## config.mk

```make
export PLATFORM = sky130hd
export DESIGN_NAME = uart_tx_fifo_ctrl
export DESIGN_NICKNAME = d
export VERILOG_FILES = /design/src/rtl/uart_tx_fifo_ctrl.sv
export SDC_FILE = /design/constraint.sdc
export NUM_CORES = 1
export LEC_CHECK = 0
export ABC_AREA = 1
export ABC_CLOCK_PERIOD_IN_PS = 5870
export BUFFER_PORTS_ARGS = -buffer_cell sky130_fd_sc_hd__buf_2
export CORE_UTILIZATION = 30
export CTS_BUF_LIST = sky130_fd_sc_hd__clkbuf_2 sky130_fd_sc_hd__clkbuf_4 sky130_fd_sc_hd__clkbuf_8
export CTS_CLUSTER_SIZE = 20
export DETAILED_ROUTE_END_ITERATION = 6
export PLACE_DENSITY = 0.53
export SLEW_MARGIN = 20
export SYNTH_ARGS = -nofsm -noshare
export SYNTH_HDL_FRONTEND = slang
export SYNTH_SLANG_ARGS = --single-unit
```

## constraint.sdc

```tcl
create_clock -name clk -period 5.87 [get_ports clk]
set_input_delay 1.174 -clock clk [delete_from_list [all_inputs] [get_ports clk]]
set_output_delay 1.174 -clock clk [all_outputs]
set_load 0.03 [all_outputs]
```

## src/rtl/uart_tx_fifo_ctrl.sv

```systemverilog
// uart_tx_fifo_ctrl
// Two byte requesters share one UART TX FIFO through a round-robin write
// arbiter. A four-state read sequencer pops one byte per transmitter frame.
// Occupancy is tracked locally and capped at FIFO_DEPTH-1, so the FIFO's own
// full flag is never consulted. fifo_empty is used only as a sanity check.

// Per-requester accept logic. A requester wins when it is the only one
// asking, or when both ask and the round-robin pointer favours it.
module uart_tx_req_lane (
    input  logic valid,
    input  logic other_valid,
    input  logic preferred,
    input  logic space,
    output logic ready
);
    // Ready depends only on the valids, the pointer and space, never on data.
    always_comb ready = space & valid & (~other_valid | preferred);
endmodule

module uart_tx_fifo_ctrl #(
    parameter  int DATA_WIDTH = 8,
    parameter  int FIFO_DEPTH = 16,
    localparam int LVL_W      = $clog2(FIFO_DEPTH)
) (
    input  logic                  clk,
    input  logic                  reset,
    input  logic                  tx_en,
    input  logic                  req0_valid,
    input  logic [DATA_WIDTH-1:0] req0_data,
    output logic                  req0_ready,
    input  logic                  req1_valid,
    input  logic [DATA_WIDTH-1:0] req1_data,
    output logic                  req1_ready,
    output logic                  fifo_wr_en,
    output logic [DATA_WIDTH-1:0] fifo_din,
    output logic                  fifo_rd_en,
    input  logic [DATA_WIDTH-1:0] fifo_dout,
    input  logic                  fifo_empty,
    output logic                  tx_start,
    output logic [DATA_WIDTH-1:0] tx_data,
    input  logic                  tx_busy,
    output logic [LVL_W-1:0]      level,
    output logic                  err
);
    localparam int              NUM_REQ = 2;
    localparam logic [LVL_W-1:0] LVL_MAX = LVL_W'(FIFO_DEPTH - 1);

    typedef enum logic [1:0] {IDLE, START, ACK, BUSY} state_t;

    state_t                              state, state_nxt;
    logic                                rr_ptr;
    logic                                space;
    logic                                pop_go;
    logic [NUM_REQ-1:0]                  req_valid;
    logic [NUM_REQ-1:0]                  ready_vec;

    assign req_valid = {req1_valid, req0_valid};

    // Readies are held low while reset is asserted, even with an empty FIFO.
    always_comb space = reset & (level < LVL_MAX);

    for (genvar i = 0; i < NUM_REQ; i++) begin : g_lane
        uart_tx_req_lane u_lane (
            .valid       (req_valid[i]),
            .other_valid (req_valid[NUM_REQ-1-i]),
            .preferred   (rr_ptr == 1'(i)),
            .space       (space),
            .ready       (ready_vec[i])
        );
    end

    // Write side: ready already implies valid, so a ready is a fire.
    always_comb begin
        req0_ready = ready_vec[0];
        req1_ready = ready_vec[1];
        fifo_wr_en = |ready_vec;
        fifo_din   = ready_vec[1] ? req1_data : req0_data;
    end

    // Round-robin pointer hands priority to the other requester after a fire.
    always_ff @(posedge clk or negedge reset) begin
        if (!reset)          rr_ptr <= 1'b0;
        else if (fifo_wr_en) rr_ptr <= ready_vec[0];
    end

    // Occupancy: +1 per write, -1 per pop; write and pop together cancel.
    always_ff @(posedge clk or negedge reset) begin
        if (!reset)
            level <= '0;
        else if (fifo_wr_en && !fifo_rd_en && level != LVL_MAX)
            level <= level + 1'b1;
        else if (!fifo_wr_en && fifo_rd_en && level != '0)
            level <= level - 1'b1;
    end

    // Sequencer state register.
    always_ff @(posedge clk or negedge reset) begin
        if (!reset) state <= IDLE;
        else        state <= state_nxt;
    end

    // Next state and pop decision. A pop is only taken from IDLE, so the
    // earliest follow-on pop is one full IDLE cycle after the frame ends.
    always_comb begin
        state_nxt = state;
        pop_go    = 1'b0;
        case (state)
            IDLE: begin
                if (tx_en && level != '0 && !tx_busy) begin
                    pop_go    = 1'b1;
                    state_nxt = START;
                end
            end
            START: state_nxt = ACK;
            ACK:   if (tx_busy)  state_nxt = BUSY;
            BUSY:  if (!tx_busy) state_nxt = IDLE;
            default: state_nxt = IDLE;
        endcase
    end

    // Registered strobes: the show-ahead head is latched into tx_data at the
    // pop decision, so the byte stays stable for the whole frame.
    always_ff @(posedge clk or negedge reset) begin
        if (!reset) begin
            fifo_rd_en <= 1'b0;
            tx_start   <= 1'b0;
            tx_data    <= '0;
        end else begin
            fifo_rd_en <= pop_go;
            tx_start   <= pop_go;
            if (pop_go) tx_data <= fifo_dout;
        end
    end

    // Sticky consistency flag: our count says bytes exist but the FIFO
    // reports empty at the moment we pop.
    always_ff @(posedge clk or negedge reset) begin
        if (!reset)                    err <= 1'b0;
        else if (pop_go && fifo_empty) err <= 1'b1;
    end

endmodule

```

== Yosys cells after proc, flatten, opt, wreduce, memory -nomap -nowiden ==
Index checks and enable logic that the tools add are counted.
Operators by class
  muxes and demuxes: 9
  equal/unequal tests: 7
  $lt $le $gt $ge: 1
  reductions and logical operators: 15
  add/subtract/negate cells: 2
  bitwise logic cells: 10
Operators with widths (count)
  $mux W4: 2
  $mux W8: 1
  $pmux W2 S4: 1
  $logic_and A1 B1 Y1: 7
  $mux W2: 3
  $ne A2 B2 Y1 const B: 3
  $and A1 B1 Y1: 5
  $add A4 B1 Y4 const B: 1
  $eq A2 B2 Y1 const B: 2
  $lt A4 B4 Y1 const B: 1
  $ne A4 B4 Y1 const B: 1
  $reduce_bool A4 Y1: 1
  $sub A4 B1 Y4 const B: 1
  $logic_not A1 Y1: 3
  $not A1 Y1: 3
  $reduce_and A3 Y1: 1
  $eq A2 B1 Y1 const B: 1
  $logic_not A2 Y1: 1
  $mux W1: 2
  $or A1 B1 Y1: 2
  $reduce_bool A2 Y1: 1
  $reduce_or A2 Y1: 1
Storage, ports and cells
  logic and storage cells: 50
  flip-flop bits (word level): 17
  output and inout bits: 26

== Depth between registers and ports, before layout ==
Gate-level depths: netlist of run 1.
  depth after elaboration: 10
  mapped depth: 13
  gate-level depth less buffers: 13

== Hierarchy ==
From an unflattened synthesis of run 1, not the netlist that was laid out.
Unflattened totals
  cell total of the unflattened synthesis: 147
  area, all modules: 1081.0 um2
By module, submodules not included
  uart_tx_fifo_ctrl: instances 1, area each 1048.5 um2, cells each 141, seq. area each 425.4 um2
  uart_tx_req_lane: instances 2, area each 16.3 um2, cells each 3, seq. area each 0.0 um2

== Worst setup path before layout of run 1 ==
No wires, ideal clock.
  kind: in2out
  start point: in req1_valid
  end point: out fifo_din[0]
  data required time: 4.696 ns
  slack: 2.685 ns
  stages on the path: 5
  buffers on the path: 0
  arrival time: 2.011 ns
  cells stage by stage: a21boi_2 -> nand3_4 -> inv_2 -> nand2_1 -> nand2_1
Between the ends
  longest elaborated chain between the ends: 3
Ends and longest elaborated chain
  start, declared: line 31  | input logic req1_valid,
  $and A1 B1 Y1 (2 in a row): line 17  | always_comb ready = space & valid & (~other_valid | preferred);
  net req1_ready: line 33  | output logic req1_ready,
  $mux W8: line 77  | fifo_din = ready_vec[1] ? req1_data : req0_data;
  end, declared: line 35  | output logic [DATA_WIDTH-1:0] fifo_din,
The timed path passes the listed nets, and every way through them passes these cells.

== Worst setup path in the final report of run 1 ==
  start point: in reset
  end point: out fifo_din[3]
Between the ends
  longest elaborated chain between the ends: 4
Ends and longest elaborated chain
  start, declared: line 26  | input logic reset,
  $and A1 B1 Y1: line 60  | always_comb space = reset & (level < LVL_MAX);
  $and A1 B1 Y1 (2 in a row): line 17
  $mux W8: line 77
Every way passes these cells.

==> out/metrics.yaml, run 1 <==
clock_network:
  clock_path_buffers: 2
  clock_latency_ns: 0.28
  path_clk_slew_ns: 0.10
  cts-htree-levels: 1
  ctsResizeCount: 0
  cts_tree: "yes"
  cts_root_buf: "clkbuf_4"
  clock-sinks: 17
  post_cts_buffers: 0
  hold_buffers: 0
  cts_made_buffers: 3
final_layout:
  drive_gt1_share_pct: 36.0
  stdcell_area_um2: 1410
  fin_nets: 236
  antenna_cells: 0
  area_growth_pct: 33.9
sta:
  min_period_ns: 3.41
  worst_hold_slack_ns: 0.464
  rsz0062_at_grt: "false"
  finalSetupTns_ns: 0
  drv_slew: 0
  final-setup-viol-count: 0
  hold_viol: 0
  fmax_mhz: 293
  skew_ns: 0.00610
  slew_headroom_pct: 71.3
  setup_ws_ns: 2.46
  min_period_over_period_pct: 58.1
  worst_pin_slew_ns: 0.431
logic_synthesis:
  syn_nets: 176
  avgSynthCellArea_um2: 7.64
  netlist_area_um2: 1050
  synth_mux_area_share_pct: 0
  synth_top_family_by_area: "simple AND/OR/NAND/NOR gates"
  seq_area_frac_synth_pct: 40.3
  synth_xor_xnor_area_share_pct: 1.66
  yosys.area.top_type: "dfrtp_1"
  yosysMostFrequentCell: "nand2_1"
  ys_ff_latch: 17
  async_reset_ff_share_pct: 100
  synth_cell_types: 24
  synthAdderAreaFrac_pct: 9.02
  yosysWarnings: 0
  synth_simple_gate_area_share_pct: 33.9
  synth_top_area_share_pct: 40.3
  synth_compound_gate_area_share_pct: 7.95
  synth_edf_count: 0
  synth_common_cells: "63 x nand2_1, 17 x dfrtp_1, 16 x inv_1, 8 x nor2_1, 6 x ha_1"
  syn_inst: 138
  synth_ff_type: "dfrtp_1"
  synth_area_leaders: "dfrtp_1 40%, nand2_1 22%, ha_1 7.1%"
drt:
  drtAntennaViolNets: 0
  wl_met2_mm: 1.09
  drc: 0
  via_per_inst: 4.25
  top_layer: "met3"
  vias: 1033
  finalWirelength_mm: 2.24
  routedWlPerCell_um: 9.23
  firstDrtPassIters: 3
  wl_met3_um: 195
  drt_iter0_drc: 15
  wl_met1_um: 953
power:
  power.switching_uw: 336
  p_sw_share_pct: 51.0
  power.total_uw: 660
  pwr-share-comb_pct: 58.0
  clkPwrFrac_pct: 9.1
  p_int_uw: 323
  power.leakage_nw: 0.851
  seqPwrFrac_pct: 32.9
  vdd_ir_drop_max_mv: 0.211
  power.density_nw_per_um2: 467
die:
  placementRows: 21
  start_util_pct: 31.4
  die_h_um: 61.3
  core_um2: 3360
  die_w_um: 61.3
  io_pins: 57
  dieArea_um2: 3760
job:
  maxCapViolations: 0
worst_setup_path:
  critPathArrivalTime_ns: 2.23
  crit_type: "in -> out"
  end_kind: "primary output"
  cp_max_fo: 20
  cp.required_ns: 4.70
  start_kind: "input pin"
grt:
  antenna_found_initial: 0
  gr-total-overflow: 0
  grt_pass1_vias: 836
  grt_max_degree: 21
  grt_use_total_pct: 12.0
  grt_pass1_wl_mm: 3.35
place:
  place.gp.congestion: 0.785
  placedInstanceArea_um2: 1390
  dpl.hpwl_mm: 1.87
  portBuffers: 56
  dp_slack_ns: 2.42
outcome:
  run_status: "completed"
hold_path:
  hp-class: "reg -> reg"
-- layout make-up --
class	count	area, um^2
tap	46	57.6
fill	373	1950
clock inverter	1	5.00
timing repair buffer	56	280
clock buffer	3	22.5
inverter	18	67.6
multi-input combinational	102	554
sequential	17	425
-- power by group through the flow --
stage | sequential [mW] | combinational [mW] | clock, mW
after floorplan | 0.299 | 0.201 | 0
after global placement | 0.219 | 0.384 | 0
after detailed placement | 0.221 | 0.390 | 0
after CTS | 0.219 | 0.391 | 0.0639
after global routing | 0.225 | 0.436 | 0.0694
final | 0.217 | 0.383 | 0.0598
-- state kept, by name, summed over array words and instances, names as in the netlist --
signal,cells
tx_data,8
level,4
state,2
err,1
rr_ptr,1
tx_start,1
-- per-stage QoR --
step / util [%] / instances
floorplan: - / 138
global placement: 41.2 / 239
CTS: 42.0 / 243
finish: 42.0 / 243
detailed placement: 41.2 / 239
global route: 42.0 / 243
-- worst max-delay path, cell delays in order --
cell	delay (ns)
buf_2	0.36
nand3_4	0.20
inv_2	0.19
nand2_1	0.07
nand2_1	0.05
buf_2	0.19
-- cells by family (layout without fill, tap and decap cells) --
family / after synthesis / after routing
AOI/OAI and AO/OA: 12 / 12
xor gates and xnor gates: 2 / 2
adders and majority gates: 7 / 7
buffers and inverters: 19 / 78
DFF: 17 / 17
and+or+nand+nor: 81 / 81
-- cell usage in the layout (no fill, tap or decap), drive strengths merged --
cell type,instances
nand2,65
buf,56
inv,18
dfrtp,17
nor2,8
nand3,7
ha,6
o21ai,4
clkbuf,3
a21oi,3
a21boi,1
o211ai,1
a31oi,1
nand4,1
a22oi,1
a21o,1
xnor2,1
xor2,1
fa,1
clkinv,1
-- path summary, 6_finish.rpt --
| path | startpoint | to | slack [ns] | cells past startpoint |
|---|---|---|---|---|
| hold / removal | err | err | 0.46 | 1 |
| setup reg to reg | level[0] | level[3] | 3.81 | 13 |
| min in group asynchronous | reset | tx_data[2] | 0.81 | 1 |
| setup / recovery | reset | fifo_din[3] | 2.46 | 6 |
| hold reg to reg | err | err | 0.46 | 1 |
| max in group asynchronous | reset | tx_data[4] | 4.75 | 1 |
-- layer usage --
layer | vias to the layer above | global-route usage [%]
met1 | 446 | 14.1
met4 | 0 | 2.92
met3 | 0 | 2.94
met2 | 41 | 21.7
met5 | - | 0
li1 | 546 | -
No activity file was read; power rests on OpenSTA's default activity.
==> run 2: changes to the inputs <==
ABC_CLOCK_PERIOD_IN_PS = 3450   (was 5870)
clock period = 3.45 ns   (was 5.87 ns; I/O delays follow)
==> run 2 against run 1 <==
Against the previous run:
- critical path depth is 2 higher
- clock power increased by 67%
- worst setup slack worse by 1.4 ns
- power grew 72%
- die area is the same
- register-to-register slack got worse by 2.4 ns
- sequential share of layout area down 0.16 points
- non-clock buffer count grew 1
- cell area is 0.53% higher
- sequential cell count unchanged
- clock-buffer cell count unchanged
- final cell count rose by 0.41%
==> out/metrics.yaml, run 2 (synthesis results as in run 1) <==
final_layout:
  fin_nets: 237  # was 236
  drive_gt1_share_pct: 36.4  # was 36.0%
  stdcell_area_um2: 1420  # was 1410 um^2
  final_cells: 244  # was 243
  final_cell_mix: "63 x nand2_1, 56 x buf_2, 17 x dfrtp_1, 16 x inv_1, 8 x nor2_1"  # unchanged
  biggestRegsByFlops: "tx_data: 8 flops, level: 4 flops, state: 2 flops"  # unchanged
  largest_reg_flops: 8  # unchanged
  area_growth_pct: 34.6  # was 33.9%
  final_common_cell: "nand2_1"  # unchanged
  num-fill-cells: 375  # was 373
  antenna_cells: 0  # unchanged
  regMostFlops: "tx_data"  # unchanged
outcome:
  run_status: "completed"  # unchanged
clock_network:
  clock_latency_ns: 0.28  # about the same
  path_clk_slew_ns: 0.09  # was 0.10 ns
  cts_tree: "yes"  # unchanged
  cts-htree-levels: 1  # unchanged
  cts_root_buf: "clkbuf_4"  # unchanged
  clock-sinks: 17  # unchanged
  ctsResizeCount: 0  # unchanged
  clock_path_buffers: 2  # unchanged
  post_cts_buffers: 0  # unchanged
  cts_made_buffers: 3  # unchanged
  hold_buffers: 0  # unchanged
worst_setup_path:
  path_buf_inv: 3  # unchanged
  crit_slowest_cell: "dfrtp_1"  # was buf_2
  start_kind: "register"  # was input pin
  critPathArrivalTime_ns: 1.69  # was 2.23 ns
  cp_max_fo: 10  # was 20
  crit_type: "reg -> out"  # was in -> out
  crit_family: "simple AND/OR/NAND/NOR gates"  # was buffers and inverters
  cp_cell_sequence: "nand2_1 > inv_1 > nand2_1 > nand3_4 > inv_2 > nand2_1 > nand2_1 > buf_2"  # was buf_2 > nand3_4 > inv_2 > nand2_1 > nand2_1 > buf_2
  cp.required_ns: 2.76  # was 4.70 ns
  end_kind: "primary output"  # unchanged
  critPathMostFrequentCell: "nand2_1"
  cpPeakStageDelay_ns: 0.47  # was 0.36 ns
power:
  power.leakage_nw: 0.856  # was 0.851 nW
  vdd_ir_drop_max_mv: 0.336  # was 0.211 mV
  power.density_nw_per_um2: 798  # was 467 nW/um^2
grt:
  antenna_found_initial: 0  # unchanged
  grt_use_total_pct: 12.9  # was 12.0%
  grt_pass1_wl_mm: 3.62  # was 3.35 mm
  gr-total-overflow: 0  # unchanged
  grt_pass1_vias: 938  # was 836
  grt_max_degree: 13  # was 21
die:
  die_h_um: 61.3  # unchanged
  start_util_pct: 31.4  # unchanged
  core_um2: 3360  # unchanged
  placementRows: 21  # unchanged
  io_pins: 57  # unchanged
  dieArea_um2: 3760  # unchanged
  die_w_um: 61.3  # unchanged
drt:
  via_per_inst: 4.36  # was 4.25
  drt_iter0_drc: 18  # was 15
  drtAntennaViolNets: 0  # unchanged
  drc: 0  # unchanged
  finalWirelength_mm: 2.43  # was 2.24 mm
  firstDrtPassIters: 4  # was 3
  vias: 1065  # was 1033
  routedWlPerCell_um: 9.95  # was 9.23 um
sta:
  skew_ns: 0.00162  # was 0.00610 ns
  finalSetupTns_ns: 0  # unchanged
  worst_pin_slew_ns: 0.371  # was 0.431 ns
  drv_slew: 0  # unchanged
  final-setup-viol-count: 0  # unchanged
  setup_ws_ns: 1.07  # was 2.46 ns
  min_period_ns: 2.38
  hold_viol: 0  # unchanged
  slew_headroom_pct: 75.2  # was 71.3%
  rsz0062_at_grt: "false"  # unchanged
  worst_hold_slack_ns: 0.244  # was 0.464 ns
  fmax_mhz: 420
  min_period_over_period_pct: 69.0
place:
  place.gp.congestion: 0.887  # was 0.785
  placedInstanceArea_um2: 1390  # about the same
  dp_slack_ns: 1.01  # was 2.42 ns
  portBuffers: 56  # unchanged
  placed_cells: 240  # was 239
  dpl.hpwl_mm: 2.01  # was 1.87 mm
job:
  maxCapViolations: 0  # unchanged
hold_path:
  hp-class: "in -> async"  # was reg -> reg
run 2: final cells by class:
cell class | count | area [um^2] | area share [%]
clock buffers | 3 | 22.5 | 1.59
clock inverters | 1 | 5.00 | 0.352
inverters | 18 | 67.6 | 4.76
multi-input cells | 102 | 554 | 39.0
flip-flops and latches | 17 | 425 | 30.0
well taps | 46 | 57.6 | 4.05
repair buffers | 57 | 288 | 20.3
run 2: metrics by stage:
step	power (mW)	utilization [%]
finish	1.13	42.2
global route	1.25	42.2
CTS	1.15	42.2
detailed placement	1.04	41.4
global placement	1.03	41.4
floorplan	0.852	-
run 2: worst paths after layout:
path | start | endpoint | slack, ns | cells past startpoint
max | level[0] | fifo_din[7] | 1.07 | 8
min | reset | level[0] | 0.24 | 1
max reg2reg | level[0] | level[3] | 1.38 | 13
min reg2reg | err | err | 0.47 | 1
max in group asynchronous | reset | tx_data[7] | 2.80 | 2
min in group clk | err | err | 0.47 | 1
run 2: routing by layer:
metal / vias to the layer above / part of all wire (%) / track usage [%]
met5: - / 0 / 0
met4: 0 / 1.5 / 6.17
met3: 6 / 7.5 / 1.89
met2: 47 / 48 / 24.2
met1: 467 / 43 / 14.1
li1: 545 / - / -
run 2: power breakdown:
| group | leakage [nW] | switching [mW] | internal, mW |
|---|---|---|---|
| sequential | 0.207 | 0.0763 | 0.291 |
| clock | 0.0177 | 0.0574 | 0.0430 |
| combinational | 0.631 | 0.448 | 0.217 |
